### src/rtl/mmio_button_port.sv
// mmio_button_port: memory-mapped push-button input port.
// Each button is synchronized, debounced, and its presses are latched as sticky
// events with an overflow flag for presses that land on an unread event.
// Status is read at STAT_ADDR; a store to CLR_ADDR clears events (wdata[3:0])
// and overflow flags (wdata[11:8]) where the written bit is 1.
// Optional auto-repeat while a button is held: define BTN_REPEAT_EN.
module mmio_button_port #(
  parameter int          DEBOUNCE_CYCLES = 400000,
  parameter int          CNT_W           = 20,
  parameter logic [31:0] STAT_ADDR       = 32'd4098,
  parameter logic [31:0] CLR_ADDR        = 32'd4099
`ifdef BTN_REPEAT_EN
  ,
  parameter int          REPEAT_DELAY    = 20000000,
  parameter int          REPEAT_PERIOD   = 8000000
`endif
) (
  input  logic        clock_i,
  input  logic        reset_n_i,
  input  logic [3:0]  btn_i,
  input  logic [31:0] mem_addr_i,
  input  logic        mem_wren_i,
  input  logic [31:0] mem_wdata_i,
  output logic        hit_o,
  output logic [31:0] rdata_o
);

  localparam logic [CNT_W-1:0] CNT_LAST = CNT_W'(DEBOUNCE_CYCLES - 1);

  logic [3:0]       sync1_q, sync2_q;
  logic [3:0]       deb_q, deb_d;
  logic [CNT_W-1:0] cnt_q [4];
  logic [CNT_W-1:0] cnt_d [4];
  logic [3:0]       ev_q, ev_d, ovf_q, ovf_d;
  logic [3:0]       rise, inject, evt, clr_ev, clr_ovf;
  logic             clr_hit;
  logic             unused_wdata;

  assign unused_wdata = ^{mem_wdata_i[31:12], mem_wdata_i[7:4]};

  // Two-flop synchronizer for the raw asynchronous buttons
  always_ff @(posedge clock_i or negedge reset_n_i) begin
    if (!reset_n_i) begin
      sync1_q <= '0;
      sync2_q <= '0;
    end else begin
      sync1_q <= btn_i;
      sync2_q <= sync1_q;
    end
  end

  // Debounce: accept a new level only after DEBOUNCE_CYCLES consecutive differing samples
  always_comb begin
    deb_d = deb_q;
    rise  = '0;
    for (int i = 0; i < 4; i++) begin
      cnt_d[i] = '0;
      if (sync2_q[i] != deb_q[i]) begin
        if (cnt_q[i] == CNT_LAST) begin
          deb_d[i] = sync2_q[i];
          rise[i]  = sync2_q[i];
        end else begin
          cnt_d[i] = cnt_q[i] + CNT_W'(1);
        end
      end
    end
  end

`ifdef BTN_REPEAT_EN
  localparam logic [24:0] HOLD_LAST   = 25'(REPEAT_DELAY - 1);
  localparam logic [24:0] HOLD_RELOAD = 25'(REPEAT_DELAY - REPEAT_PERIOD);

  logic [24:0] hold_q [4];
  logic [24:0] hold_d [4];

  // Hold timer: first repeat after REPEAT_DELAY, then every REPEAT_PERIOD cycles
  always_comb begin
    inject = '0;
    for (int i = 0; i < 4; i++) begin
      hold_d[i] = '0;
      if (deb_q[i]) begin
        if (hold_q[i] == HOLD_LAST) begin
          inject[i] = 1'b1;
          hold_d[i] = HOLD_RELOAD;
        end else begin
          hold_d[i] = hold_q[i] + 25'd1;
        end
      end
    end
  end

  // Hold timer registers
  always_ff @(posedge clock_i or negedge reset_n_i) begin
    if (!reset_n_i) begin
      for (int i = 0; i < 4; i++) hold_q[i] <= '0;
    end else begin
      for (int i = 0; i < 4; i++) hold_q[i] <= hold_d[i];
    end
  end
`else
  assign inject = '0;
`endif

  assign evt     = rise | inject;
  assign clr_hit = mem_wren_i && (mem_addr_i == CLR_ADDR);
  assign clr_ev  = {4{clr_hit}} & mem_wdata_i[3:0];
  assign clr_ovf = {4{clr_hit}} & mem_wdata_i[11:8];

  // A new event beats a same-cycle clear; overflow only when an unconsumed event is hit again
  always_comb begin
    ev_d  = evt | (ev_q & ~clr_ev);
    ovf_d = (evt & ev_q & ~clr_ev) | (ovf_q & ~clr_ovf);
  end

  // Debounce and event state registers
  always_ff @(posedge clock_i or negedge reset_n_i) begin
    if (!reset_n_i) begin
      deb_q <= '0;
      ev_q  <= '0;
      ovf_q <= '0;
      for (int i = 0; i < 4; i++) cnt_q[i] <= '0;
    end else begin
      deb_q <= deb_d;
      ev_q  <= ev_d;
      ovf_q <= ovf_d;
      for (int i = 0; i < 4; i++) cnt_q[i] <= cnt_d[i];
    end
  end

  assign hit_o   = (mem_addr_i == STAT_ADDR);
  assign rdata_o = hit_o ? {20'b0, ovf_q, deb_q, ev_q} : 32'b0;

endmodule

### config.mk
export PLATFORM = sky130hd
export DESIGN_NAME = mmio_button_port
export DESIGN_NICKNAME = d
export VERILOG_FILES = /design/src/rtl/mmio_button_port.sv
export SDC_FILE = /design/constraint.sdc
export NUM_CORES = 1
export LEC_CHECK = 0
export ABC_AREA = 1
export CORE_UTILIZATION = 57
export DETAILED_ROUTE_END_ITERATION = 16
export HOLD_SLACK_MARGIN = 0.12
export PLACE_DENSITY = 0.86
export SYNTH_ARGS = -nofsm -noshare
export SYNTH_HDL_FRONTEND = slang
export SYNTH_SLANG_ARGS = --single-unit
export TNS_END_PERCENT = 50
### constraint.sdc
create_clock -name clock_i -period 2.8 [get_ports clock_i]
set_clock_uncertainty 0.2 [all_clocks]
set_input_delay 0.7 -clock clock_i [delete_from_list [all_inputs] [get_ports clock_i]]
set_output_delay 0.7 -clock clock_i [all_outputs]
set_load 0.01 [all_outputs]
==> metrics.cfg, run 1 <==
[outcome]
outcome=finished, final reports clean

[finish]
antennaDiodeCount=0
layout-drive-gt1-share_pct=13.8
layout_commonest_cell=nor2_1
syn2layout_area_growth_pct=17.0
finalNetCount=875
final_cell_mix=nor2_1 (143), nand2_1 (133), dfrtp_1 (100)
final_core_util_pct=70.1
fin_area_um2=6570

[cts]
cts_tree=done
clk_pin_slew_ns=0.10
h-tree-depth=3
cts_buffer_depth=2
clock-sinks=100
cts-root-buf=clkbuf_8
cts_buffers=9
worst_skew_pair.late_latency_ns=0.36

[global_routing]
grt_pass1_wl_um=20400
antenna_found_initial=0
overflow=0
grt_max_degree=49
grt_pass1_vias=4697
grt.total_usage_pct=25.2

[drt]
vias=4900
ant_nets=0
drcViolationCount=0
vias_per_cell=5.26
route.detailed.wl_per_inst_um=13.4
dr.pass1.iters=5
drt_first_iter_violations=203
routed_wl_um=12500

[pwr]
irDropWorstVdd_v=0.000273
cellPowerDensity_nw_per_um2=414
power_mw=2.72
p_leak_nw=3.13

[sta]
slew_violations=0
min_period_ns=2.75
hold_violations=0
max_freq_mhz=363
min_period_over_period_pct=98.4
setup_viol=0
final.setup.tns_ns=0
fin_hold_ws_ns=0.150

[place]
gp_congestion=0.912
dpl_cell_area_um2=6310
io_buffers=59
dp_hpwl_um=9060

[flow_run]
maxCapViolations=0

[logic_synthesis]
ys.flop_type=dfrtp_1
netlist_instances=726
ys_seq_area_share_pct=44.6
yosysWarnings=0
synth-seq-cells=100
synth_area_um2=5620
yosysUniqueCellTypes=34
syn_area_per_cell_um2=7.73
synth_edf_count=0
ys_async_sr_fraction_pct=100

[worst_setup_path]
required_ns=1.90
path_class=in -> out
critPathMaxFanout=8
cp-end-kind=primary output
cp.arrival_ns=1.85
start_kind=input pin

[die]
rows=35
die_x_um=101
core_region_area_um2=9370
die-area_um2=10300
io_pins=104
die-height_um=101
initial_utilization_pct=59.9

[worst_hold_path]
hold_path_class=reg -> reg

-- critical path, cell delays in order --
cell             delay (ns)
clkdlybuf4s15_1        0.16
nor2_1                 0.09
nand2_1                0.05
nor2_1                 0.09
nand2_1                0.10
nor2_4                 0.18
nand2_8                0.09
buf_12                 0.17
nor2_4                 0.10
buf_6                  0.11
-- state kept, by name, summed over array words and instances, names as in the netlist --
register / flops
deb_q: 4
ev_q: 4
ovf_q: 4
sync2_q: 4
cnt_q: 80
sync1_q: 4
-- cell type report --
cell class	instances	area, µm²
fillers	752	2800
clock buffers	9	124
well taps	129	161
inverters	104	390
multi-input cells	520	2720
clock inverters	5	103
flip-flops and latches	100	2500
repair buffers	65	572
-- cell usage after synthesis, types with 9 or more instances --
master,number,area (µm²)
nand2_1,133,499
buf_4,20,150
nand3_1,59,295
inv_1,92,345
nor3_1,19,95.1
nor2_2,9,56.3
xor2_1,28,245
nand4_1,14,87.6
a21oi_1,11,55.1
inv_2,11,41.3
o21ai_0,16,80.1
nor2_1,153,574
dfrtp_1,100,2500
-- what timing repair did --
| action | 4_1_cts | 5_1_grt |
|---|---|---|
| endpoints found under the setup margin | 13 | 13 |
| gates resized for setup | 115 | 40 |
| pin swaps | 31 | 21 |
| hold buffers | 1 | 0 |
| setup buffers | 2 | 0 |
| hold endpoints to repair | 32 | 0 |
-- final timing paths --
kind	from	to	slack [ns]	cells past startpoint
worst max-delay path	mem_addr_i[28]	rdata_o[7]	0.05	10
worst min-delay path	sync1_q[3]	sync2_q[3]	0.15	0
min in group asynchronous	reset_n_i	cnt_q[56]	0.62	2
max in group asynchronous	reset_n_i	cnt_q[16]	1.13	3
worst max register to register	cnt_q[40]	cnt_q[57]	0.91	8
worst min register to register	sync1_q[3]	sync2_q[3]	0.15	0
-- where the power goes --
| group | switching [mW] | internal [mW] | leakage [nW] | total [mW] |
|---|---|---|---|---|
| Sequential | 0.0138 | 1.46 | 1.35 | 1.48 |
| Combinational | 0.102 | 0.0690 | 1.67 | 0.171 |
| Clock | 0.489 | 0.583 | 0.111 | 1.07 |
-- through the flow --
stage | cells | setup slack, ns
after detailed placement | 915 | -0.739
after global placement | 915 | -0.673
after global routing | 932 | -0.0182
final | 932 | 0.0457
after floorplan | 745 | 0.319
after CTS | 932 | 0.00396
-- per-layer routing --
metal | vias up | share of wire [%] | GRT usage, %
met5 | - | 0 | 0
met4 | 0 | 1.1 | 7.58
met3 | 16 | 5.9 | 3.80
met2 | 168 | 51 | 45.0
met1 | 2334 | 42 | 31.7
li1 | 2382 | - | -
-- kinds of logic after synthesis --
family                   count (synthesis)  synth area share (%)
AO/OA/AOI/OAI                           35                  3.41
XOR/XNOR                                36                  5.62
adder cells (fa/ha/maj)                  4                 0.891
buffers and inverters                  125                  9.83
flip-flops                             100                  44.6
other                                    1                0.0668
AND/OR/NAND/NOR                        425                  35.6
Note: power is estimated with default switching activity, not from simulation.
==> run 2, diff against run 1 <==
--- a/config.mk
+++ b/config.mk
@@ -6,10 +6,12 @@
 export NUM_CORES = 1
 export LEC_CHECK = 0
 export ABC_AREA = 1
+export CORE_ASPECT_RATIO = 2
 export CORE_UTILIZATION = 57
 export DETAILED_ROUTE_END_ITERATION = 16
 export HOLD_SLACK_MARGIN = 0.12
 export PLACE_DENSITY = 0.86
+export SLEW_MARGIN = 20
 export SYNTH_ARGS = -nofsm -noshare
 export SYNTH_HDL_FRONTEND = slang
 export SYNTH_SLANG_ARGS = --single-unit
==> metrics.cfg, run 2 (synthesis results as in run 1) <==
[worst_setup_path]
cp.arrival_ns=1.85  ; about the same
ff2ff_path_depth=8  ; unchanged
required_ns=1.90  ; about the same
path_class=in -> out
crit_start=mem_addr_i[27]
r2r_start=cnt_q[40]
worst-r2r-setup-slack_ns=0.92  ; about the same
start_kind=input pin
cp-endpoint=rdata_o[6]
critPathMaxFanout=7  ; -1
cp-end-kind=primary output
r2r-end=cnt_q[57]

[cts]
h-tree-depth=3  ; unchanged
clock-sinks=100  ; unchanged
cts_buffers=9  ; unchanged
cts_tree=done
worst_skew_pair.late_latency_ns=0.35  ; about the same
cts_buffer_depth=2  ; unchanged
cts-root-buf=clkbuf_16
clk_pin_slew_ns=0.06  ; -0.04 ns

[global_routing]
grtUsageMet2_pct=49.4  ; +4.4 points
overflow=0  ; unchanged
grt_pass1_wl_um=21400  ; +5.0%
grt_pass1_vias=5110  ; +8.8%
met1_usage_pct=27.5  ; -4.2 points
grt.total_usage_pct=26.5  ; +1.3 points
grt-busiest-layer=met2
grt_max_degree=40  ; -18%
use_met3_pct=4.32  ; +0.52 points
antenna_found_initial=0  ; unchanged

[worst_hold_path]
hold_path_class=reg -> reg

[place]
io_buffers=59  ; unchanged
dp_hpwl_um=9480  ; +4.6%
gp_congestion=0.920  ; +0.89%
dpl_cell_area_um2=6320  ; +0.14%

[pwr]
cellPowerDensity_nw_per_um2=448  ; +8.2%
irDropWorstVdd_v=0.000437  ; +60%
power_mw=2.96  ; +8.8%
p_leak_nw=3.19  ; +1.9%

[drt]
vias_per_cell=5.28  ; +0.47%
drt_first_iter_violations=277  ; +36%
route.detailed.wl_per_inst_um=13.4  ; about the same
vias=4944  ; +0.90%
ant_nets=0  ; unchanged
drcViolationCount=0  ; unchanged
dr.pass1.iters=5  ; unchanged
routed_wl_um=12500  ; +0.47%

[finish]
layout-drive-gt1-share_pct=15.1  ; +1.3 points
final_cell_mix=nor2_1 (143), nand2_1 (132), dfrtp_1 (100)
largest_register_ffs=80  ; unchanged
finalNetCount=877  ; +0.23%
layout_commonest_cell=nor2_1
fin_area_um2=6610  ; +0.55%
regMostFlops=cnt_q
antennaDiodeCount=0  ; unchanged
final_core_util_pct=69.9  ; -0.17 points
syn2layout_area_growth_pct=17.6

[sta]
min_period_over_period_pct=98.2  ; -0.13 points
hold_violations=0  ; unchanged
min_period_ns=2.75  ; -0.00374 ns
setup_viol=0  ; unchanged
max_freq_mhz=364  ; +0.14%
slew_violations=0  ; unchanged

[die]
die_x_um=72.2  ; -29%
die-area_um2=10300  ; +0.23%
rows=50  ; +43%
initial_utilization_pct=59.4  ; -0.48 points
io_pins=104  ; unchanged
die-height_um=142  ; +41%
core_region_area_um2=9450  ; +0.80%

[outcome]
outcome=finished, final reports clean

[flow_run]
maxCapViolations=0  ; unchanged

[run 2: changes by cell type in the layout (fill, tap and decap cells not counted), moves of 2 or more]
cell / change
clkbuf_2: +10
clkbuf_16: +9
clkdlybuf4s15_1: -9
clkbuf_8: -8
buf_4: +2
buf_6: -2
nor2_2: +2
nor2_4: -2
[run 2: worst min path at each step]
| stage | start | cells after the start | slack, ns | to |
|---|---|---|---|---|
| floorplan | sync1_q[0] | 0 | 0.13 | sync2_q[0] |
| global placement | sync1_q[1] | 0 | 0.14 | sync2_q[1] |
| detailed placement | sync1_q[0] | 0 | 0.15 | sync2_q[0] |
| CTS | sync1_q[0] | 0 | 0.16 | sync2_q[0] |
| global route | sync1_q[0] | 0 | 0.16 | sync2_q[0] |
| finish | sync1_q[0] | 0 | 0.16 | sync2_q[0] |
[run 2: worst max-delay path, stage by stage]
cell	delay, ns
clkdlybuf4s15_1	0.16
nor2_1	0.08
nand2_1	0.07
nor2_2	0.12
nand2_2	0.08
nor2_4	0.15
nand2_4	0.11
buf_12	0.17
nor2_4	0.10
buf_6	0.10
[run 2: what timing repair did]
item                                    4_1_cts  5_1_grt
resized for setup                           101       58
endpoints found under the setup margin       13       13
hold buffers                                  1        0
hold endpoints to repair                     26        0
pin swaps                                    32       32
buffers inserted                              3        0
[run 2: routing by layer]
metal	part of all wire, %	vias up	routed length (µm)
met3	3.2	35	396
met5	0	-	0
met1	37	2389	4610
met4	2.6	0	323
li1	-	2388	-
met2	57	132	7190
[run 2: cell type report]
cell class	instances	area (µm²)
inverter	104	390
fill	708	2840
sequential	100	2500
timing repair buffer	67	533
clock inverter	4	73.8
tap	130	163
clock buffer	11	243
multi-input combinational	520	2700
[run 2: metrics by stage]
step	TNS, ns	cells	hold WS [ns]	setup WS, ns
final	0	936	0.155	0.0494
after global routing	-0.207	936	0.161	-0.0429
after CTS	0	936	0.161	0.00183
after detailed placement	-8.11	917	0.147	-0.657
after global placement	-7.42	917	0.137	-0.578
after floorplan	0	745	0.131	0.319
[run 2: power breakdown]
group / internal (mW) / switching, mW
combinational: 0.0656 / 0.101
clock: 0.802 / 0.510
sequential: 1.46 / 0.0143
